**config.mk**
```make
export PLATFORM = sky130hd
export DESIGN_NAME = imem_loader_flat
export DESIGN_NICKNAME = d
export VERILOG_FILES = /design/src/rtl/imem_loader_pkg.sv /design/src/rtl/imem_loader_if.sv /design/src/rtl/imem_loader_word_assembler.sv /design/src/rtl/imem_loader.sv /design/src/flat_wrapper.sv
export SDC_FILE = /design/constraint.sdc
export NUM_CORES = 1
export LEC_CHECK = 0
export CAP_MARGIN = 30
export CORE_AREA = 5 5 94 96
export DETAILED_ROUTE_END_ITERATION = 8
export DIE_AREA = 0 0 99 101
export HOLD_SLACK_MARGIN = 0.08
export PLACE_DENSITY = 0.74
export SLEW_MARGIN = 20
export SYNTH_ARGS = -nofsm -noshare
export SYNTH_HDL_FRONTEND = slang
export SYNTH_SLANG_ARGS = --single-unit
```
**constraint.sdc**
```tcl
create_clock -name clk -period 1.9 [get_ports clk]
set_clock_uncertainty 0.05 [all_clocks]
set_input_delay 0.285 -clock clk [delete_from_list [all_inputs] [get_ports clk]]
set_output_delay 0.285 -clock clk [all_outputs]
set_load 0.02 [all_outputs]
```
**src/rtl/imem_loader_pkg.sv**
```systemverilog
// Shared types and constants for the instruction-memory loader.
// Optional trailing checksum is enabled by defining IMEM_LOADER_CHECKSUM_EN.
package imem_loader_pkg;

   typedef enum logic [2:0] {
      IDLE,
      LEN,
      DATA,
      CSUM,
      DONE,
      ERR
   } state_t;

   localparam logic [7:0] SYNC_BYTE      = 8'hA5;
   localparam int         BYTES_PER_WORD = 4;

endpackage

```
**src/rtl/imem_loader_if.sv**
```systemverilog
// Host byte link plus instruction-memory write port and CPU control of the loader.
// The master modport is the loader side; slave is the host/memory/CPU side.
interface imem_loader_if #(
   parameter int ADDR_W = 8
);

   logic              rx_valid;
   logic [7:0]        rx_data;
   logic              rx_ready;
   logic              imem_we;
   logic [ADDR_W-1:0] imem_addr;
   logic [31:0]       imem_wdata;
   logic              cpu_reset;
   logic              done;
   logic              error;

   modport master (
      input  rx_valid,
      input  rx_data,
      output rx_ready,
      output imem_we,
      output imem_addr,
      output imem_wdata,
      output cpu_reset,
      output done,
      output error
   );

   modport slave (
      output rx_valid,
      output rx_data,
      input  rx_ready,
      input  imem_we,
      input  imem_addr,
      input  imem_wdata,
      input  cpu_reset,
      input  done,
      input  error
   );

endinterface

```
**src/rtl/imem_loader_word_assembler.sv**
```systemverilog
// Collects little-endian bytes into 32-bit words; word_valid flags the byte that
// completes a word, with the full word presented on the same cycle.
module word_assembler
   import imem_loader_pkg::*;
(
   input  logic        clk,
   input  logic        rst_n,
   input  logic        clear,
   input  logic        load,
   input  logic [7:0]  byte_in,
   output logic        word_valid,
   output logic [31:0] word
);

   logic [1:0]  cnt_q;
   logic [23:0] shift_q;

   // The fourth byte completes the word straight from the input, so only the
   // three earlier bytes need storage.
   assign word       = {byte_in, shift_q};
   assign word_valid = load && (cnt_q == 2'(BYTES_PER_WORD - 1));

   always_ff @(posedge clk or negedge rst_n) begin
      if (!rst_n) begin
         cnt_q   <= '0;
         shift_q <= '0;
      end else if (clear) begin
         cnt_q   <= '0;
      end else if (load) begin
         cnt_q   <= cnt_q + 2'd1;
         shift_q <= {byte_in, shift_q[23:8]};
      end
   end

endmodule

```
**src/rtl/imem_loader.sv**
```systemverilog
// Program loader: parses A5/len/words frames into instruction-memory writes and
// releases the CPU once a full image lands. Checksum: IMEM_LOADER_CHECKSUM_EN.
module imem_loader
   import imem_loader_pkg::*;
#(
   parameter int ADDR_W = 8
) (
   input  logic          clk,
   input  logic          reset,
   imem_loader_if.master bus
);

   localparam int unsigned DEPTH = 2 ** ADDR_W;

   state_t            state_q, state_d;
   logic [ADDR_W-1:0] addr_q, addr_d;
   logic [7:0]        left_q, left_d;

   logic              rx_ready_q;
   logic              we_q, we_d;
   logic [ADDR_W-1:0] imem_addr_q;
   logic [31:0]       wdata_q;
   logic              cpu_reset_q;
   logic              done_q;
   logic              error_q;

   logic              accept;
   logic              asm_clear;
   logic              asm_load;
   logic              word_valid;
   logic [31:0]       word;

`ifdef IMEM_LOADER_CHECKSUM_EN
   logic [7:0]        csum_q, csum_d;
`endif

   assign accept   = bus.rx_valid && rx_ready_q;
   assign asm_load = accept && (state_q == DATA);

   word_assembler u_word_assembler (
      .clk        (clk),
      .rst_n      (reset),
      .clear      (asm_clear),
      .load       (asm_load),
      .byte_in    (bus.rx_data),
      .word_valid (word_valid),
      .word       (word)
   );

   always_comb begin
      // NOTE: every signal gets its default first, so no path through the case infers a latch.
      state_d   = state_q;
      addr_d    = addr_q;
      left_d    = left_q;
      we_d      = 1'b0;
      asm_clear = 1'b0;
`ifdef IMEM_LOADER_CHECKSUM_EN
      csum_d    = csum_q;
`endif
      if (accept) begin
         unique case (state_q)
            IDLE, DONE, ERR: begin
               if (bus.rx_data == SYNC_BYTE) state_d = LEN;
            end
            LEN: begin
               if (bus.rx_data == 8'd0 || {24'd0, bus.rx_data} > DEPTH) begin
                  state_d = ERR;
               end else begin
                  state_d   = DATA;
                  addr_d    = '0;
                  left_d    = bus.rx_data;
                  asm_clear = 1'b1;
`ifdef IMEM_LOADER_CHECKSUM_EN
                  csum_d    = '0;
`endif
               end
            end
            DATA: begin
`ifdef IMEM_LOADER_CHECKSUM_EN
               csum_d = csum_q ^ bus.rx_data;
`endif
               if (word_valid) begin
                  we_d   = 1'b1;
                  addr_d = addr_q + 1'b1;
                  left_d = left_q - 8'd1;
                  if (left_q == 8'd1) begin
`ifdef IMEM_LOADER_CHECKSUM_EN
                     state_d = CSUM;
`else
                     state_d = DONE;
`endif
                  end
               end
            end
`ifdef IMEM_LOADER_CHECKSUM_EN
            CSUM: begin
               state_d = (bus.rx_data == csum_q) ? DONE : ERR;
            end
`endif
            default: ;
         endcase
      end
   end

   // Status outputs are registered from the next state so they line up with it.
   always_ff @(posedge clk or negedge reset) begin
      if (!reset) begin
         state_q     <= IDLE;
         addr_q      <= '0;
         left_q      <= '0;
         rx_ready_q  <= 1'b0;
         we_q        <= 1'b0;
         imem_addr_q <= '0;
         wdata_q     <= '0;
         cpu_reset_q <= 1'b1;
         done_q      <= 1'b0;
         error_q     <= 1'b0;
`ifdef IMEM_LOADER_CHECKSUM_EN
         csum_q      <= '0;
`endif
      end else begin
         // NOTE: non-blocking assignments make every flop sample pre-edge values.
         state_q     <= state_d;
         addr_q      <= addr_d;
         left_q      <= left_d;
         rx_ready_q  <= !we_d;
         we_q        <= we_d;
         if (we_d) begin
            imem_addr_q <= addr_q;
            wdata_q     <= word;
         end
         cpu_reset_q <= (state_d != DONE);
         done_q      <= (state_d == DONE);
         error_q     <= (state_d == ERR);
`ifdef IMEM_LOADER_CHECKSUM_EN
         csum_q      <= csum_d;
`endif
      end
   end

   assign bus.rx_ready   = rx_ready_q;
   assign bus.imem_we    = we_q;
   assign bus.imem_addr  = imem_addr_q;
   assign bus.imem_wdata = wdata_q;
   assign bus.cpu_reset  = cpu_reset_q;
   assign bus.done       = done_q;
   assign bus.error      = error_q;

endmodule

```
**src/flat_wrapper.sv**
```systemverilog
// flat-port wrapper written by rule: the top's interface ports become plain ports
module imem_loader_flat import imem_loader_pkg::*;
#(
   parameter int ADDR_W = 8
)
  (clk, reset, bus_rx_valid, bus_rx_data, bus_rx_ready, bus_imem_we, bus_imem_addr, bus_imem_wdata, bus_cpu_reset, bus_done, bus_error);
  imem_loader_if #(.ADDR_W(ADDR_W)) bus_i ();
  input  logic clk;
  input  logic reset;
  input wire logic [$bits(bus_i.rx_valid)-1:0] bus_rx_valid;
  input wire logic [$bits(bus_i.rx_data)-1:0] bus_rx_data;
  output wire logic [$bits(bus_i.rx_ready)-1:0] bus_rx_ready;
  output wire logic [$bits(bus_i.imem_we)-1:0] bus_imem_we;
  output wire logic [$bits(bus_i.imem_addr)-1:0] bus_imem_addr;
  output wire logic [$bits(bus_i.imem_wdata)-1:0] bus_imem_wdata;
  output wire logic [$bits(bus_i.cpu_reset)-1:0] bus_cpu_reset;
  output wire logic [$bits(bus_i.done)-1:0] bus_done;
  output wire logic [$bits(bus_i.error)-1:0] bus_error;
  assign bus_i.rx_valid = bus_rx_valid;
  assign bus_i.rx_data = bus_rx_data;
  assign bus_rx_ready = bus_i.rx_ready;
  assign bus_imem_we = bus_i.imem_we;
  assign bus_imem_addr = bus_i.imem_addr;
  assign bus_imem_wdata = bus_i.imem_wdata;
  assign bus_cpu_reset = bus_i.cpu_reset;
  assign bus_done = bus_i.done;
  assign bus_error = bus_i.error;
  imem_loader #(.ADDR_W(ADDR_W)) u_core (.clk(clk), .reset(reset), .bus(bus_i));
endmodule
```
==> impl_metrics.csv <==
group,metric,value,unit
job,drv_cap,0,
power,combPwrFrac,42.7,%
power,internal-power,4.99,mW
logic_synthesis,yosys_warnings,0,
logic_synthesis,syn-cell-area,3670,sq um
cts,cts.sinks,90,
cells_and_area,finalInstanceArea,5150,sq um
worst_setup_path,criticalPathCategory,"reg -> reg",
cts,cts_tree,"built",
worst_setup_path,worstPathArrival,2.42,ns
route,vias,2669,
global_routing,grt_antenna_before_repair,0,
cts,worstSkewPairLatency,0.36,ns
timing,setup-violations-final,7,
logic_synthesis,syn_nets,293,
logic_synthesis,synth_top_area_share,60.6,%
die,fp.dieW,99,microns
route,drtIter0Drc,116,
logic_synthesis,ys_types,33,
power,p_sw_share,33.6,%
route,drt_wl_total,8.38,mm
die,std_cell_rows,33,
power,power_density,1460,nW/um^2
power,clockPowerShare,17.8,%
timing,finalMaxSlewViolations,0,
logic_synthesis,yosys.area.top_type,"dfrtp_1",
timing,relSlewSlack,68.4,%
hold_path,hold_class,"in -> async",
cts,clock_path_buffers,2,
timing,period_share,115,%
route,wl_per_cell,16.8,microns
run_status,violations,"setup timing",
power,p_seq_share,39.5,%
die,initial_core_util,46.1,%
die,dieHeight,101,microns
worst_setup_path,cp-start-kind,"flop",
timing,finalHoldViolCount,0,
global_routing,grt-ovfl-total,0,
logic_synthesis,postSynthCellCount,278,
cells_and_area,syn_to_final_growth,40.1,%
route,ant_nets,0,
power,p_leak,2.33,nW
logic_synthesis,ys_seq_area_share,61.3,%
route,first_pass_iters,4,
cells_and_area,final_net_count,403,
run_status,outcome,"finished with violations",
route,drc,0,
power,worst_ir_drop_vdd,703,uV
global_routing,grt_pass1_wl,13.3,mm
route,viasPerCell,5.36,
global_routing,grt_util_all_layers,17.1,%
power,p_switching,2.53,mW
die,die_area,10000,sq um
die,pin_count,56,
timing,rsz0062_at_grt,"yes",
timing,postLayoutSetupSlackWorst,-0.294,ns
timing,worstMarginPinSlew,0.474,ns
logic_synthesis,synth_area_leaders,"dfrtp_1 (61%), mux2_2 (20%), o21ai_0 (2.3%)",
place,dpl.hpwl,5.52,mm
global_routing,grt_max_degree,36,
logic_synthesis,synth-seq-cells,90,
worst_setup_path,crit_required,2.13,ns
timing,period_minus_slack,2.19,ns
worst_setup_path,cp-end-kind,"flop",
logic_synthesis,syn_avg_cell_area,13.2,sq um
cts,cts_buffers,9,
timing,fmax,0.456,GHz
cts,cts.reportedPaths.clkPinSlew,0.09,ns
place,place_congestion,0.810,
global_routing,grt_pass1_vias,2633,
worst_setup_path,cp_max_fo,3,
cells_and_area,antennaDiodeCount,0,
timing,hold_ws,0.375,ns
cts,htreeDepth,3,
cells_and_area,drive_gt1_share,41.2,%
place,dpl_cell_area,4660,sq um
place,port_buffers,55,
die,core,7970,sq um
cts,root_buffer,"clkbuf_8",
sequential cells by signal, summed over array words and instances (netlist names):
register and cells:
u_core.bus.imem_wdata 32, u_core.u_word_assembler.shift_q 24, u_core.addr_q 8, u_core.bus.imem_addr 8
u_core.left_q 8, u_core.state_q 3, u_core.u_word_assembler.cnt_q 2, u_core.bus.cpu_reset 1
u_core.bus.done 1, u_core.bus.error 1, u_core.bus.imem_we 1, u_core.bus.rx_ready 1
cells in the final DEF (no fill, tap or decap), types with 5 or more instances in the layout:
cell type	instances
nand3_1	6
buf_6	6
mux2_2	65
dfrtp_1	89
buf_4	46
nand2_1	11
nor2_1	18
o21ai_0	10
xor2_1	5
clkdlybuf4s50_1	54
o21ai_1	6
clkbuf_8	10
logic make-up after synthesis:
group,Yosys count,synth area share (%)
fa+ha+maj,4,1.36
buf+inv,15,1.67
simple gates,68,9.53
xor+xnor,6,1.43
flops,90,61.3
compound gates,30,4.77
mux,65,19.9
metal layers:
metal,wire length [microns],up-vias,global-route usage [%]
li1,-,1221,-
met1,3570,1364,21.3
met4,215,0,8.51
met3,351,15,3.46
met2,4240,69,28.3
met5,0,-,0
critical path, stage by stage, from the launching register on:
cell and delay (ns):
dfrtp_1 0.40, inv_2 0.08, ha_4 0.12, or4b_1 0.43, or4_4 0.44, a21o_1 0.21
or3_1 0.38
power groups by stage:
stage / logic (mW) / clock network, mW / registers, mW
CTS: 2.98 / 1.36 / 2.98
detailed placement: 2.76 / 0 / 3.01
global placement: 2.68 / 0 / 2.98
global route: 3.43 / 1.44 / 3.07
finish: 3.21 / 1.34 / 2.97
floorplan: 1.20 / 0 / 3.29
synthesized netlist by cell type, drive strengths merged:
library cell   n
clkbuf         4
a22oi          2
dfstp          1
xor2           5
and4           1
a211oi         1
a2bb2oi        1
nand2b         3
ha             4
or2            1
nor2          21
mux2          65
or3            5
dfrtp         89
a21oi          5
o31a           1
nor3b          2
nand2         11
nor3           4
xnor2          1
or4            3
a2111oi        1
nor4           6
nand3          6
or3b           1
buf            7
nand4          3
a21o           2
inv            4
or4b           1
o21ai         17
worst paths after layout:
path | endpoint | cells past startpoint | start | slack (ns)
max | u_core.bus.cpu_reset$_DFF_PN1_ | 6 | u_core.left_q[1]$_DFFE_PN0P_ | -0.29
min | u_core.u_word_assembler.cnt_q[1]$_DFFE_PN0P_ | 2 | reset | 0.37
max reg2reg | u_core.bus.cpu_reset$_DFF_PN1_ | 6 | u_core.left_q[1]$_DFFE_PN0P_ | -0.29
min reg2reg | u_core.bus.imem_addr[4]$_DFFE_PN0P_ | 1 | u_core.bus.imem_addr[4]$_DFFE_PN0P_ | 0.46
max in group asynchronous | u_core.u_word_assembler.shift_q[10]$_DFFE_PN0P_ | 3 | reset | 0.85
min in group clk | u_core.bus.imem_addr[4]$_DFFE_PN0P_ | 1 | u_core.bus.imem_addr[4]$_DFFE_PN0P_ | 0.46
layout make-up:
type | count | area [sq um]
Clock inverter | 6 | 65.1
Tap cell | 105 | 131
Inverter | 4 | 17.5
Sequential cell | 90 | 2250
Timing Repair Buffer | 110 | 1020
Clock buffer | 10 | 138
Multi-Input combinational cell | 173 | 1520
Fill cell | 600 | 2820
timing repair:
item,CTS,global route
resized for setup,21,28
setup buffers,8,6
setup endpoints to repair,42,43
pin swaps,6,14
hold buffers,1,0
endpoints found under the hold margin,31,0
metrics by stage:
stage / instances / util (%) / setup WS (ns) / power, mW / setup TNS [ns]
after floorplan: 278 / - / -0.202 / 4.49 / -0.300
after global placement: 469 / 58.5 / -0.458 / 5.66 / -10.52
after detailed placement: 469 / 58.5 / -0.610 / 5.77 / -12.76
after CTS: 494 / 62.8 / -0.284 / 7.32 / -1.10
after global routing: 498 / 64.6 / -0.351 / 7.94 / -3.22
final: 498 / 64.6 / -0.294 / 7.52 / -1.10
Note: power is estimated with default switching activity, not from simulation.
==> RTL change (same flow settings) <==
Reset style: synchronous (`reset` and `rst_n`), changed in 2 clocked blocks.
--- a/src/rtl/imem_loader_word_assembler.sv
+++ b/src/rtl/imem_loader_word_assembler.sv
@@ -21,5 +21,5 @@
    assign word_valid = load && (cnt_q == 2'(BYTES_PER_WORD - 1));
 
-   always_ff @(posedge clk or negedge rst_n) begin
+   always_ff @(posedge clk) begin
       if (!rst_n) begin
          cnt_q   <= '0;
--- a/src/rtl/imem_loader.sv
+++ b/src/rtl/imem_loader.sv
@@ -104,5 +104,5 @@
 
    // Status outputs are registered from the next state so they line up with it.
-   always_ff @(posedge clk or negedge reset) begin
+   always_ff @(posedge clk) begin
       if (!reset) begin
          state_q     <= IDLE;
Check against the original RTL: differs if reset is asserted again (counterexample within 4 cycles, from zero or initial values and one cycle with reset low); with reset held inactive, the same outputs for 10 cycles.
==> RTL change against the unedited design <==
Final cell count is 25% higher; setup slack better by 340 ps; synthesized area fell by 2.3%; routed wire length up 5.7%; sequential cell count did not move; utilization decreased by 5.5 points; synthesized cell count rose by 60%; non-clock buffer count down 22; design area is 8.5% lower.
Power is not compared: it rests on default switching activity, and its combinational part moved more than twofold at a synthesized area within 25%.
==> RTL change: results (changes against the unedited design) <==
* Status: complete, no violations
* Dominant synthesized flop cell: sky130_fd_sc_hd__dfxtp_1
- Yosys attributes the largest share of cell area to sky130_fd_sc_hd__dfxtp_1, sky130_fd_sc_hd__nand2_1, sky130_fd_sc_hd__a21oi_1.
- The number of inserted filler cells in the final layout was 721 (+20%).
- Pin count of the biggest net entering global routing: 41 (+14%)
- The global-route wire length before repair was 14.6 mm (+10%).
- Post-CTS Setup Inserts: 1 (-7)
- Total instance count after detailed placement: 606 (+29%)
- Hold-fix buffer count after cts: 0 (-1)
- The maximum fanout along the worst path was 4 (+1).
- The wire length after detailed routing came to 8.86 mm (+5.7%).
* Syn_nets: 461 (+57%)
- Ranking of synthesized cells by instance count: sky130_fd_sc_hd__nand2_1, sky130_fd_sc_hd__dfxtp_1, sky130_fd_sc_hd__a21oi_1
- Final non-filler cell total: 623 (+25%)
* Worst slack at placement: -532 ps (+78.5 ps)
- The DRC marker count from the first detailed-route iteration came to 314 (+170%).
- Cell variety after synth: 43 (+30%)
- Worst Setup SP: bus_rx_data[0]
* Number of instances resized during post-cts repair: 9 (-57%)
* Fin nets: 528 (+31%)
- Seq/Total Area, Yosys: 50.2% (-11 points)
- Worst hold path class: register to register
- Global-route usage over all layers: 17.8% (+0.70 points)
- The worst register-to-register path begins at u_core.left_q[0].
- The via count of the routed design is 3318 (+24%).
- The ratio of cells with drive above 1 in the final layout came to 12.4% (-29 points).
- The share of flip-flops with an asynchronous set or reset was 0% (-100 points).
- Average size of a mapped cell: 8.05 um^2 (-39%)
- The weighted congestion reported at the end of routability-driven placement came to 0.846 (+4.4%).
* Router iterations before antenna repair: 5 (+1)
==> RTL change: changes by cell type after synthesis, sizes merged, moves of 15 or more <==
cell	change
nand2	+130
dfxtp	+90
dfrtp	-89
a21oi	+74
mux2	-65
clkbuf	+21
o21ai	-15
==> RTL change: per-stage QoR <==
stage | utilization (%) | instance area [um^2]
6_report | 59.1 | 4710
5_1_grt | 59.1 | 4710
4_1_cts | 58.9 | 4690
3_5_place_dp | 55.8 | 4450
3_3_place_gp | 55.8 | 4450
2_1_floorplan | - | 3590
==> RTL change: path summary, 6_finish.rpt <==
check / cells past startpoint / slack, ps / endpoint
hold reg to reg: 2 / 410 / u_core.bus.imem_wdata[6]
hold / removal: 2 / 410 / u_core.bus.imem_wdata[6]
setup / recovery: 5 / 50 / u_core.bus.cpu_reset
setup reg to reg: 5 / 90 / u_core.bus.cpu_reset
==> RTL change: cell families after synthesis <==
| group | count (synthesis) | synth area share [%] |
|---|---|---|
| buffers and inverters | 38 | 4.29 |
| AO/OA/AOI/OAI | 112 | 18.9 |
| flip-flops | 90 | 50.2 |
| adder cells (fa/ha/maj) | 4 | 1.39 |
| XOR/XNOR | 1 | 0.244 |
| AND/OR/NAND/NOR | 199 | 24.5 |
| multiplexers | 2 | 0.558 |
==> RTL change: metal layers <==
layer | GRT usage (%) | vias up | part of all wire (%)
met2 | 30.1 | 96 | 48
met5 | 0 | - | 0
met1 | 22.3 | 1553 | 44
li1 | - | 1656 | -
met4 | 4.94 | 0 | 1.4
met3 | 4.91 | 13 | 6.4
==> RTL change: area by class of cell <==
cell class / instances / area share, %
flip-flops and latches: 90 / 38.3
multi-input cells: 318 / 35.3
repair buffers: 88 / 18.1
clock buffers: 11 / 3.21
well taps: 105 / 2.79
clock inverters: 5 / 1.78
inverters: 6 / 0.478
